==> config.mk <==
export PLATFORM = sky130hd
export DESIGN_NAME = match_controller_flat
export DESIGN_NICKNAME = d
export VERILOG_FILES = /design/src/rtl/match_controller_if.sv /design/src/rtl/match_controller.sv /design/src/flat_wrapper.sv
export SDC_FILE = /design/constraint.sdc
export NUM_CORES = 1
export LEC_CHECK = 0
export CORE_UTILIZATION = 40
export CTS_CLUSTER_SIZE = 30
export DETAILED_ROUTE_END_ITERATION = 8
export PLACE_DENSITY = 0.72
export SLEW_MARGIN = 20
export SYNTH_ARGS = -nofsm -noshare
export SYNTH_HDL_FRONTEND = slang
export SYNTH_SLANG_ARGS = --single-unit
export TNS_END_PERCENT = 30
==> constraint.sdc <==
create_clock -name clk -period 4.52 [get_ports clk]
set_input_delay 0.904 -clock clk [delete_from_list [all_inputs] [get_ports clk]]
set_output_delay 0.904 -clock clk [all_outputs]
set_load 0.05 [all_outputs]
==> src/rtl/match_controller_if.sv <==
// Signal bundle between the match controller, the button debouncers, the physics engine
// and the score renderer. phys_valid is a 1-cycle strobe the cycle after each phys_en.
interface match_controller_if;
    logic       start_btn;
    logic       pause_btn;
    logic [3:0] p1_btn_in;
    logic [3:0] p2_btn_in;
    logic       phys_game_over;
    logic [1:0] phys_winner;
    logic       phys_valid;
    logic       frame_tick;
    logic       phys_en;
    logic       phys_rst_n;
    logic [3:0] p1_btn_out;
    logic [3:0] p2_btn_out;
    logic [3:0] p1_score;
    logic [3:0] p2_score;
    logic [1:0] match_winner;
    logic [2:0] state;

    modport master (
        input  start_btn, pause_btn, p1_btn_in, p2_btn_in,
               phys_game_over, phys_winner, phys_valid,
        output frame_tick, phys_en, phys_rst_n, p1_btn_out, p2_btn_out,
               p1_score, p2_score, match_winner, state
    );

    modport slave (
        output start_btn, pause_btn, p1_btn_in, p2_btn_in,
               phys_game_over, phys_winner, phys_valid,
        input  frame_tick, phys_en, phys_rst_n, p1_btn_out, p2_btn_out,
               p1_score, p2_score, match_winner, state
    );
endinterface

==> src/rtl/match_controller.sv <==
// Match sequencer: frame tick divider, engine gating, scoring and the
// serve / play / pause / point / over state machine.
module match_controller #(
    parameter int CLK_HZ       = 25_000_000,
    parameter int FRAME_HZ     = 60,
    parameter int WIN_SCORE    = 7,
    parameter int SERVE_FRAMES = 90,
    parameter int POINT_FRAMES = 60
) (
    input  logic               clk,
    input  logic               rst,
    match_controller_if.master bus
);
    localparam int DIV  = CLK_HZ / FRAME_HZ;
    localparam int DW   = $clog2(DIV);
    localparam int FMAX = (SERVE_FRAMES > POINT_FRAMES) ? SERVE_FRAMES : POINT_FRAMES;
    localparam int FW   = $clog2(FMAX + 1);

    typedef enum logic [2:0] {
        S_IDLE  = 3'd0,
        S_SERVE = 3'd1,
        S_PLAY  = 3'd2,
        S_PAUSE = 3'd3,
        S_POINT = 3'd4,
        S_OVER  = 3'd5
    } state_e;

    state_e        r_state;
    state_e        w_state_next;
    logic [DW-1:0] r_div_cnt;
    logic [FW-1:0] r_frm_cnt;
    logic          r_armed;
    logic [3:0]    r_p1_score;
    logic [3:0]    r_p2_score;
    logic [1:0]    r_match_winner;
    logic          r_phys_rst_n;

    logic          w_frame_tick;
    logic          w_point_evt;
    logic          w_p1_wins;
    logic [3:0]    w_p1_new;
    logic [3:0]    w_p2_new;
    logic          w_win_hit;
    logic          w_serve_done;
    logic          w_point_done;
    logic          w_clear_scores;

    assign w_frame_tick = (r_div_cnt == DW'(DIV - 1));
    assign w_p1_wins    = (bus.phys_winner == 2'd1);
    // Only the first game_over report after an un-ended frame counts; the engine
    // keeps game_over asserted until its next enabled frame.
    assign w_point_evt  = (r_state == S_PLAY) && bus.phys_valid && bus.phys_game_over &&
                          r_armed && (bus.phys_winner == 2'd1 || bus.phys_winner == 2'd2);
    assign w_p1_new     = r_p1_score + 4'd1;
    assign w_p2_new     = r_p2_score + 4'd1;
    assign w_win_hit    = w_p1_wins ? (w_p1_new == 4'(WIN_SCORE)) : (w_p2_new == 4'(WIN_SCORE));
    assign w_serve_done = w_frame_tick && (r_frm_cnt == FW'(SERVE_FRAMES - 1));
    assign w_point_done = w_frame_tick && (r_frm_cnt == FW'(POINT_FRAMES - 1));

    always_comb begin
        w_state_next   = r_state;
        w_clear_scores = 1'b0;
        case (r_state)
            S_IDLE: begin
                if (bus.start_btn) begin
                    w_state_next   = S_SERVE;
                    w_clear_scores = 1'b1;
                end
            end
            S_SERVE: if (w_serve_done) w_state_next = S_PLAY;
            S_PLAY: begin
                if (w_point_evt)        w_state_next = w_win_hit ? S_OVER : S_POINT;
                else if (bus.pause_btn) w_state_next = S_PAUSE;
            end
            S_PAUSE: if (bus.pause_btn) w_state_next = S_PLAY;
            S_POINT: if (w_point_done) w_state_next = S_SERVE;
            S_OVER:  if (bus.start_btn) w_state_next = S_IDLE;
            default: w_state_next = S_IDLE;
        endcase
    end

    always_ff @(posedge clk) begin
        if (rst) begin
            r_state      <= S_IDLE;
            r_phys_rst_n <= 1'b0;
        end else begin
            r_state      <= w_state_next;
            r_phys_rst_n <= (w_state_next != S_IDLE);
        end
    end

    always_ff @(posedge clk) begin
        if (rst) begin
            r_div_cnt <= '0;
        end else if (w_frame_tick) begin
            r_div_cnt <= '0;
        end else begin
            r_div_cnt <= r_div_cnt + DW'(1);
        end
    end

    always_ff @(posedge clk) begin
        if (rst) begin
            r_frm_cnt <= '0;
        end else if (w_state_next != r_state) begin
            r_frm_cnt <= '0;
        end else if (w_frame_tick && (r_state == S_SERVE || r_state == S_POINT)) begin
            r_frm_cnt <= r_frm_cnt + FW'(1);
        end
    end

    always_ff @(posedge clk) begin
        if (rst) begin
            r_armed <= 1'b1;
        end else if (w_point_evt) begin
            r_armed <= 1'b0;
        end else if (bus.phys_valid && !bus.phys_game_over) begin
            r_armed <= 1'b1;
        end
    end

    always_ff @(posedge clk) begin
        if (rst || w_clear_scores) begin
            r_p1_score     <= 4'd0;
            r_p2_score     <= 4'd0;
            r_match_winner <= 2'd0;
        end else if (w_point_evt) begin
            if (w_p1_wins) r_p1_score <= w_p1_new;
            else           r_p2_score <= w_p2_new;
            if (w_win_hit) r_match_winner <= bus.phys_winner;
        end
    end

    assign bus.frame_tick   = w_frame_tick;
    assign bus.phys_en      = w_frame_tick && (r_state == S_PLAY);
    assign bus.phys_rst_n   = r_phys_rst_n;
    assign bus.p1_btn_out   = (r_state == S_PLAY) ? bus.p1_btn_in : 4'b0;
    assign bus.p2_btn_out   = (r_state == S_PLAY) ? bus.p2_btn_in : 4'b0;
    assign bus.p1_score     = r_p1_score;
    assign bus.p2_score     = r_p2_score;
    assign bus.match_winner = r_match_winner;
    assign bus.state        = r_state;
endmodule

==> src/flat_wrapper.sv <==
// flat-port wrapper written by rule: the top's interface ports become plain ports
module match_controller_flat 
#(
    parameter int CLK_HZ       = 25_000_000,
    parameter int FRAME_HZ     = 60,
    parameter int WIN_SCORE    = 7,
    parameter int SERVE_FRAMES = 90,
    parameter int POINT_FRAMES = 60
)
  (clk, rst, bus_start_btn, bus_pause_btn, bus_p1_btn_in, bus_p2_btn_in, bus_phys_game_over, bus_phys_winner, bus_phys_valid, bus_frame_tick, bus_phys_en, bus_phys_rst_n, bus_p1_btn_out, bus_p2_btn_out, bus_p1_score, bus_p2_score, bus_match_winner, bus_state);
  match_controller_if bus_i ();
  input  logic clk;
  input  logic rst;
  input wire logic [$bits(bus_i.start_btn)-1:0] bus_start_btn;
  input wire logic [$bits(bus_i.pause_btn)-1:0] bus_pause_btn;
  input wire logic [$bits(bus_i.p1_btn_in)-1:0] bus_p1_btn_in;
  input wire logic [$bits(bus_i.p2_btn_in)-1:0] bus_p2_btn_in;
  input wire logic [$bits(bus_i.phys_game_over)-1:0] bus_phys_game_over;
  input wire logic [$bits(bus_i.phys_winner)-1:0] bus_phys_winner;
  input wire logic [$bits(bus_i.phys_valid)-1:0] bus_phys_valid;
  output wire logic [$bits(bus_i.frame_tick)-1:0] bus_frame_tick;
  output wire logic [$bits(bus_i.phys_en)-1:0] bus_phys_en;
  output wire logic [$bits(bus_i.phys_rst_n)-1:0] bus_phys_rst_n;
  output wire logic [$bits(bus_i.p1_btn_out)-1:0] bus_p1_btn_out;
  output wire logic [$bits(bus_i.p2_btn_out)-1:0] bus_p2_btn_out;
  output wire logic [$bits(bus_i.p1_score)-1:0] bus_p1_score;
  output wire logic [$bits(bus_i.p2_score)-1:0] bus_p2_score;
  output wire logic [$bits(bus_i.match_winner)-1:0] bus_match_winner;
  output wire logic [$bits(bus_i.state)-1:0] bus_state;
  assign bus_i.start_btn = bus_start_btn;
  assign bus_i.pause_btn = bus_pause_btn;
  assign bus_i.p1_btn_in = bus_p1_btn_in;
  assign bus_i.p2_btn_in = bus_p2_btn_in;
  assign bus_i.phys_game_over = bus_phys_game_over;
  assign bus_i.phys_winner = bus_phys_winner;
  assign bus_i.phys_valid = bus_phys_valid;
  assign bus_frame_tick = bus_i.frame_tick;
  assign bus_phys_en = bus_i.phys_en;
  assign bus_phys_rst_n = bus_i.phys_rst_n;
  assign bus_p1_btn_out = bus_i.p1_btn_out;
  assign bus_p2_btn_out = bus_i.p2_btn_out;
  assign bus_p1_score = bus_i.p1_score;
  assign bus_p2_score = bus_i.p2_score;
  assign bus_match_winner = bus_i.match_winner;
  assign bus_state = bus_i.state;
  match_controller #(.CLK_HZ(CLK_HZ), .FRAME_HZ(FRAME_HZ), .WIN_SCORE(WIN_SCORE), .SERVE_FRAMES(SERVE_FRAMES), .POINT_FRAMES(POINT_FRAMES)) u_core (.clk(clk), .rst(rst), .bus(bus_i));
endmodule
==> impl_metrics.py, run 1 <==
metrics = {
    "placement": {
        "dpl_worst_slack_ps": 1100,
        "io_buffers": 39,
        "place_congestion": 0.836,
        "hpwl_um": 3200,
    },
    "floorplan": {
        "die_width_um": 75.2,
        "coreArea_um2": 5140,
        "rows": 26,
        "die-area_um2": 5660,
        "die_h_um": 75.2,
        "initial_core_util": 0.417,
        "io_pins": 40,
    },
    "cts": {
        "htree_num_levels": 2,
        "cts_tree": "built",
        "cts.path.max_buffers": 2,
        "clock_latency_ps": 290,
        "cts_root_buf": "clkbuf_8",
        "clkTransAtPathRegs_ps": 80,
        "cts_resized": 0,
        "cts_buffers": 5,
        "cts_setup_buffers": 0,
        "cts_num_sinks": 41,
        "hold_buffers": 0,
    },
    "timing": {
        "worst_slack_ps": 1020,
        "tns_ps": 0,
        "max_freq_mhz": 285,
        "hold_violations": 0,
        "max_slew.worst_pin.slew_ps": 771,
        "slew_violations": 0,
        "setup_violations": 0,
        "rsz0062_at_grt": "false",
        "slew_headroom": 0.482,
        "skew_ps": 9.31,
        "period_needed_ps": 3500,
        "final.period_utilization": 0.775,
    },
    "synth": {
        "syn_area_um2": 2140,
        "synth.avg_cell_area_um2": 8.71,
        "synth_top_family_by_area": "simple AND/OR/NAND/NOR gates",
        "muxShareOfSynthArea": 0.0234,
        "ys.flop_type": "dfxtp_1",
        "synth_top_cell_by_area": "dfxtp_1",
        "synth-xor-area-share": 0.114,
        "synth_compound_area_frac": 0.0876,
        "ys_ff_latch": 41,
        "synth.net_count": 269,
        "synthArstFlopShare": 0,
        "synthDistinctLibCells": 48,
        "synth_edf_count": 0,
        "synth_fa_ha_area_frac": 0.0409,
        "netlist.area_leader.share": 0.383,
        "synthCells": 246,
        "seq_area_frac_synth": 0.383,
        "yosys.area_share.simple": 0.307,
        "synthTopCellsByArea": "dfxtp_1, nor2_1, xnor2_1",
        "yosys_warnings": 0,
    },
    "final_layout": {
        "area_delta_synth_final_pct": 23.7,
        "post_route_cells_drive_above_1_share": 0.0702,
        "final_common_cell": "dfxtp_1",
        "layout_common_cells": "dfxtp_1, clkdlybuf4s50_1, nor2_1, nand3_1, nand2_1",
        "fin_nets": 307,
        "antennaDiodeCount": 0,
    },
    "worst_setup_path": {
        "start_kind": "flop",
        "end_kind": "primary output",
        "path_max_fanout": 5,
        "arrival_ps": 2600,
        "path_class": "reg -> out",
        "required_ps": 3620,
    },
    "power": {
        "peakVddDrop_mv": 0.140,
        "p_leak_nw": 0.953,
        "finalPower_w": 0.000650,
        "cellPowerDensity_nw_per_um2": 245,
    },
    "min_path": {
        "hold_path_class": "reg -> reg",
    },
    "routing": {
        "dr.pass1.iters": 4,
        "routedWlPerCell_um": 12.0,
        "ant_nets": 0,
        "drt_iter0_drc": 58,
        "drt-total-wl_um": 4250,
        "num_vias": 1812,
        "drc_errors": 0,
        "vias_per_cell": 5.10,
    },
    "job": {
        "maxCapViolations": 0,
    },
    "global_route": {
        "grt_pass1_vias": 1621,
        "antenna_found_initial": 0,
        "grt_pass1_wl_um": 7420,
        "grt_use_total": 0.174,
        "grt-ovfl-total": 0,
        "grt_start_max_net_pins": 20,
    },
    "run_status": {
        "status": "complete, no violations",
    },
}
==> registers in the layout (all words and copies together) (netlist names) <==
signal and cells:
u_core.bus.p2_score 4, u_core.bus.p1_score 4, u_core.bus.match_winner 2, u_core.r_armed 1, u_core.r_frm_cnt 7, u_core.bus.state 3, u_core.r_div_cnt 19, u_core.bus.phys_rst_n 1
==> synthesized netlist by cell type, types with 3 or more instances <==
| library cell | number |
|---|---|
| a211oi_1 | 6 |
| a21oi_1 | 8 |
| and2_1 | 12 |
| and3_1 | 5 |
| buf_2 | 3 |
| buf_6 | 3 |
| dfxtp_1 | 41 |
| ha_1 | 7 |
| inv_1 | 9 |
| mux2i_1 | 5 |
| nand2_1 | 16 |
| nand3_1 | 16 |
| nand4_1 | 4 |
| nor2_1 | 34 |
| nor3_1 | 5 |
| o21ai_0 | 6 |
| or3_1 | 4 |
| xnor2_1 | 14 |
| xor2_1 | 14 |
==> layer usage <==
| metal | share of wire | GRT usage | vias to the layer above |
|---|---|---|---|
| li1 | - | - | 927 |
| met1 | 0.51 | 0.235 | 836 |
| met2 | 0.44 | 0.278 | 44 |
| met3 | 0.045 | 0.0402 | 5 |
| met4 | 0.0094 | 0.0494 | 0 |
| met5 | 0 | 0 | - |
==> critical path: stages (launching register included) <==
cell and delay (ps):
dfxtp_1 380, ha_1 180, nand4_2 130, nor4_4 350, and4_2 340, and2_1 140
clkdlybuf4s50_1 800
==> power breakdown <==
part | switching [W] | leakage [nW] | internal [W]
sequential | 0.00000477 | 0.331 | 0.000365
clock | 0.000122 | 0.0450 | 0.000107
combinational | 0.0000265 | 0.577 | 0.0000248
total | 0.000153 | 0.953 | 0.000497
==> final timing paths <==
check	startpoint	to	slack, ps	cells past startpoint
setup / recovery	u_core.r_div_cnt[0]	bus_phys_en	1020	6
hold / removal	u_core.r_div_cnt[0]	u_core.r_div_cnt[0]	480	1
setup reg to reg	u_core.r_div_cnt[0]	u_core.r_frm_cnt[4]	2130	7
hold reg to reg	u_core.r_div_cnt[0]	u_core.r_div_cnt[0]	480	1
==> logic make-up (layout without fill, tap and decap cells) <==
logic type               Yosys count  count (layout)
AO/OA/AOI/OAI                     29              29
XOR/XNOR                          28              28
adder cells (fa/ha/maj)            7               7
buffers and inverters             18              57
flip-flops                        41              41
multiplexers                       5               5
AND/OR/NAND/NOR                  118             118
==> cell type report <==
cell class              instances  area [um^2]
clock buffers                   6         72.6
clock inverters                 2         10.0
fillers                       507         2490
inverters                       9         33.8
multi-input cells             187         1230
flip-flops and latches         41          821
well taps                      70         87.6
repair buffers                 40          398
==> per-stage QoR <==
step,instances,util,hold slack [ps],instance area (um^2)
after floorplan,246,-,430,2140
after global placement,347,0.500,441,2570
after detailed placement,347,0.500,465,2570
after CTS,355,0.516,483,2650
after global routing,355,0.516,533,2650
final,355,0.516,483,2650
(Power assumes the default switching activity.)
==> run 2: changes to the inputs <==
==> constraint.sdc (replaced) <==
create_clock -name clk -period 3.7 [get_ports clk]
set_input_delay 0.74 -clock clk [delete_from_list [all_inputs] [get_ports clk]]
set_output_delay 0.74 -clock clk [all_outputs]
set_load 0.05 [all_outputs]
==> run 2 against run 1 <==
  * Die area stayed put
  * Via count is 0.22% lower
  * Clock power is 26% higher
  * Final cell count is 0.28% higher
  * Combinational power is 26% higher
  * Critical endpoint unchanged
==> impl_metrics.py, run 2 (same netlist as run 1, synthesis figures left out) <==
metrics = {
    "run_status": {
        "status": "complete, no violations",
    },
    "worst_setup_path": {
        "arrival_ps": 2560,
        "path_class": "reg -> out",
        "end_kind": "primary output",
        "start_kind": "flop",
        "slowest_stage": "clkdlybuf4s50_1",
        "r2r-end": "u_core.r_frm_cnt[0]",
        "rr_worst_depth": 7,
        "worstPathCellList": "ha_1, nand4_2, nor4_4, and4_2, and2_1, clkdlybuf4s50_1",
        "max_stage_delay_ps": 800,
        "required_ps": 2960,
        "reg2reg_from": "u_core.bus.p2_score[0]",
        "path_max_fanout": 5,
        "regToRegSetupSlack_ps": 1440,
    },
    "global_route": {
        "grt_start_max_net_pins": 20,
        "antenna_found_initial": 0,
        "grt_pass1_vias": 1719,
        "grt-ovfl-total": 0,
        "grt_pass1_wl_um": 7560,
        "top_usage_layer": "met2",
        "global_route.usage.met2": 0.292,
        "gr-usage-met3": 0.0455,
        "grt_use_total": 0.176,
        "gr-usage-met1": 0.223,
    },
    "job": {
        "maxCapViolations": 0,
    },
    "cts": {
        "cts_buffers": 5,
        "clock_latency_ps": 290,
        "cts_num_sinks": 41,
        "htree_num_levels": 2,
        "cts_resized": 0,
        "hold_buffers": 0,
        "cts_root_buf": "clkbuf_8",
        "clkTransAtPathRegs_ps": 80,
        "cts.path.max_buffers": 2,
        "cts_tree": "built",
        "cts_setup_buffers": 0,
    },
    "final_layout": {
        "antennaDiodeCount": 0,
        "area_delta_synth_final_pct": 24.2,
        "layout_common_cells": "dfxtp_1, clkdlybuf4s50_1, nor2_1, nand3_1, nand2_1",
        "post_route_cells_drive_above_1_share": 0.0769,
        "final_common_cell": "dfxtp_1",
        "fin_nets": 308,
        "reg_top3": "u_core.r_div_cnt (19), u_core.r_frm_cnt (7)",
        "largest_register": "u_core.r_div_cnt",
        "largest_reg_flops": 19,
        "final_cells": 356,
    },
    "min_path": {
        "hp-start": "u_core.r_div_cnt[0]",
        "whs_path_depth": 1,
        "min_to": "u_core.r_div_cnt[0]",
        "hold_path_class": "reg -> reg",
    },
    "routing": {
        "drt_iter0_drc": 114,
        "dr.pass1.iters": 4,
        "routedWlPerCell_um": 12.4,
        "num_vias": 1808,
        "vias_per_cell": 5.08,
        "ant_nets": 0,
        "drc_errors": 0,
        "drt-total-wl_um": 4420,
    },
    "power": {
        "cellPowerDensity_nw_per_um2": 302,
        "peakVddDrop_mv": 0.152,
        "p_leak_nw": 0.957,
    },
    "timing": {
        "hold_violations": 0,
        "setup_violations": 0,
        "hold_slack_ps": 477,
        "final.period_utilization": 0.892,
        "max_freq_mhz": 303,
        "slew_headroom": 0.648,
        "max_slew.worst_pin.slew_ps": 526,
        "skew_ps": 8.75,
        "rsz0062_at_grt": "false",
        "slew_violations": 0,
        "period_needed_ps": 3300,
        "tns_ps": 0,
    },
    "placement": {
        "io_buffers": 39,
        "hpwl_um": 3360,
        "dp.cells": 348,
        "place_congestion": 0.797,
    },
    "floorplan": {
        "die_h_um": 75.2,
        "initial_core_util": 0.417,
        "coreArea_um2": 5140,
        "die_width_um": 75.2,
        "die-area_um2": 5660,
        "io_pins": 40,
        "rows": 26,
    },
}
-- run 2: area by class of cell --
cell class / instances / area (um^2)
Multi-Input combinational cell: 187 / 1230
Inverter: 9 / 33.8
Sequential cell: 41 / 821
Timing Repair Buffer: 41 / 405
Clock buffer: 5 / 68.8
Clock inverter: 3 / 17.5
Fill cell: 519 / 2480
Tap cell: 70 / 87.6
-- run 2: layer usage --
layer  part of all wire  wire (um)
met1               0.48       2100
met2               0.45       1970
met3              0.066        292
met4              0.010         46
met5                  0          0
-- run 2: power breakdown --
group | switching (W) | internal (W)
registers | 0.00000603 | 0.000445
clock network | 0.000158 | 0.000130
logic | 0.0000333 | 0.0000314
total | 0.000197 | 0.000607
-- run 2: how the worst max path moves through the flow --
stage / to / slack [ps] / start / cells past startpoint
floorplan: bus_phys_en / 1080 / u_core.r_div_cnt[0] / 5
detailed placement: u_core.r_frm_cnt[2] / 540 / bus_phys_winner[1] / 9
CTS: bus_phys_en / 360 / u_core.r_div_cnt[0] / 6
global route: bus_phys_en / 250 / u_core.r_div_cnt[0] / 6
global placement: u_core.r_frm_cnt[3] / 590 / bus_phys_winner[1] / 9
finish: bus_phys_en / 400 / u_core.r_div_cnt[0] / 6
-- run 2: per-stage QoR --
stage                     worst slack (ps)  area (um^2)   util  total power, W
after floorplan                       1080         2140      -        0.000501
after global placement                 593         2580  0.501        0.000525
after detailed placement               541         2580  0.501        0.000527
after CTS                              360         2660  0.518        0.000814
after global routing                   254         2660  0.518        0.000839
final                                  401         2660  0.518        0.000804
-- run 2: worst max-delay path: cells and delay by family (launching register included) --
family / cells / cell delay (ps)
buffers and inverters: 1 / 800
adders and majority gates: 1 / 190
and+or+nand+nor: 4 / 900
DFF: 1 / 380
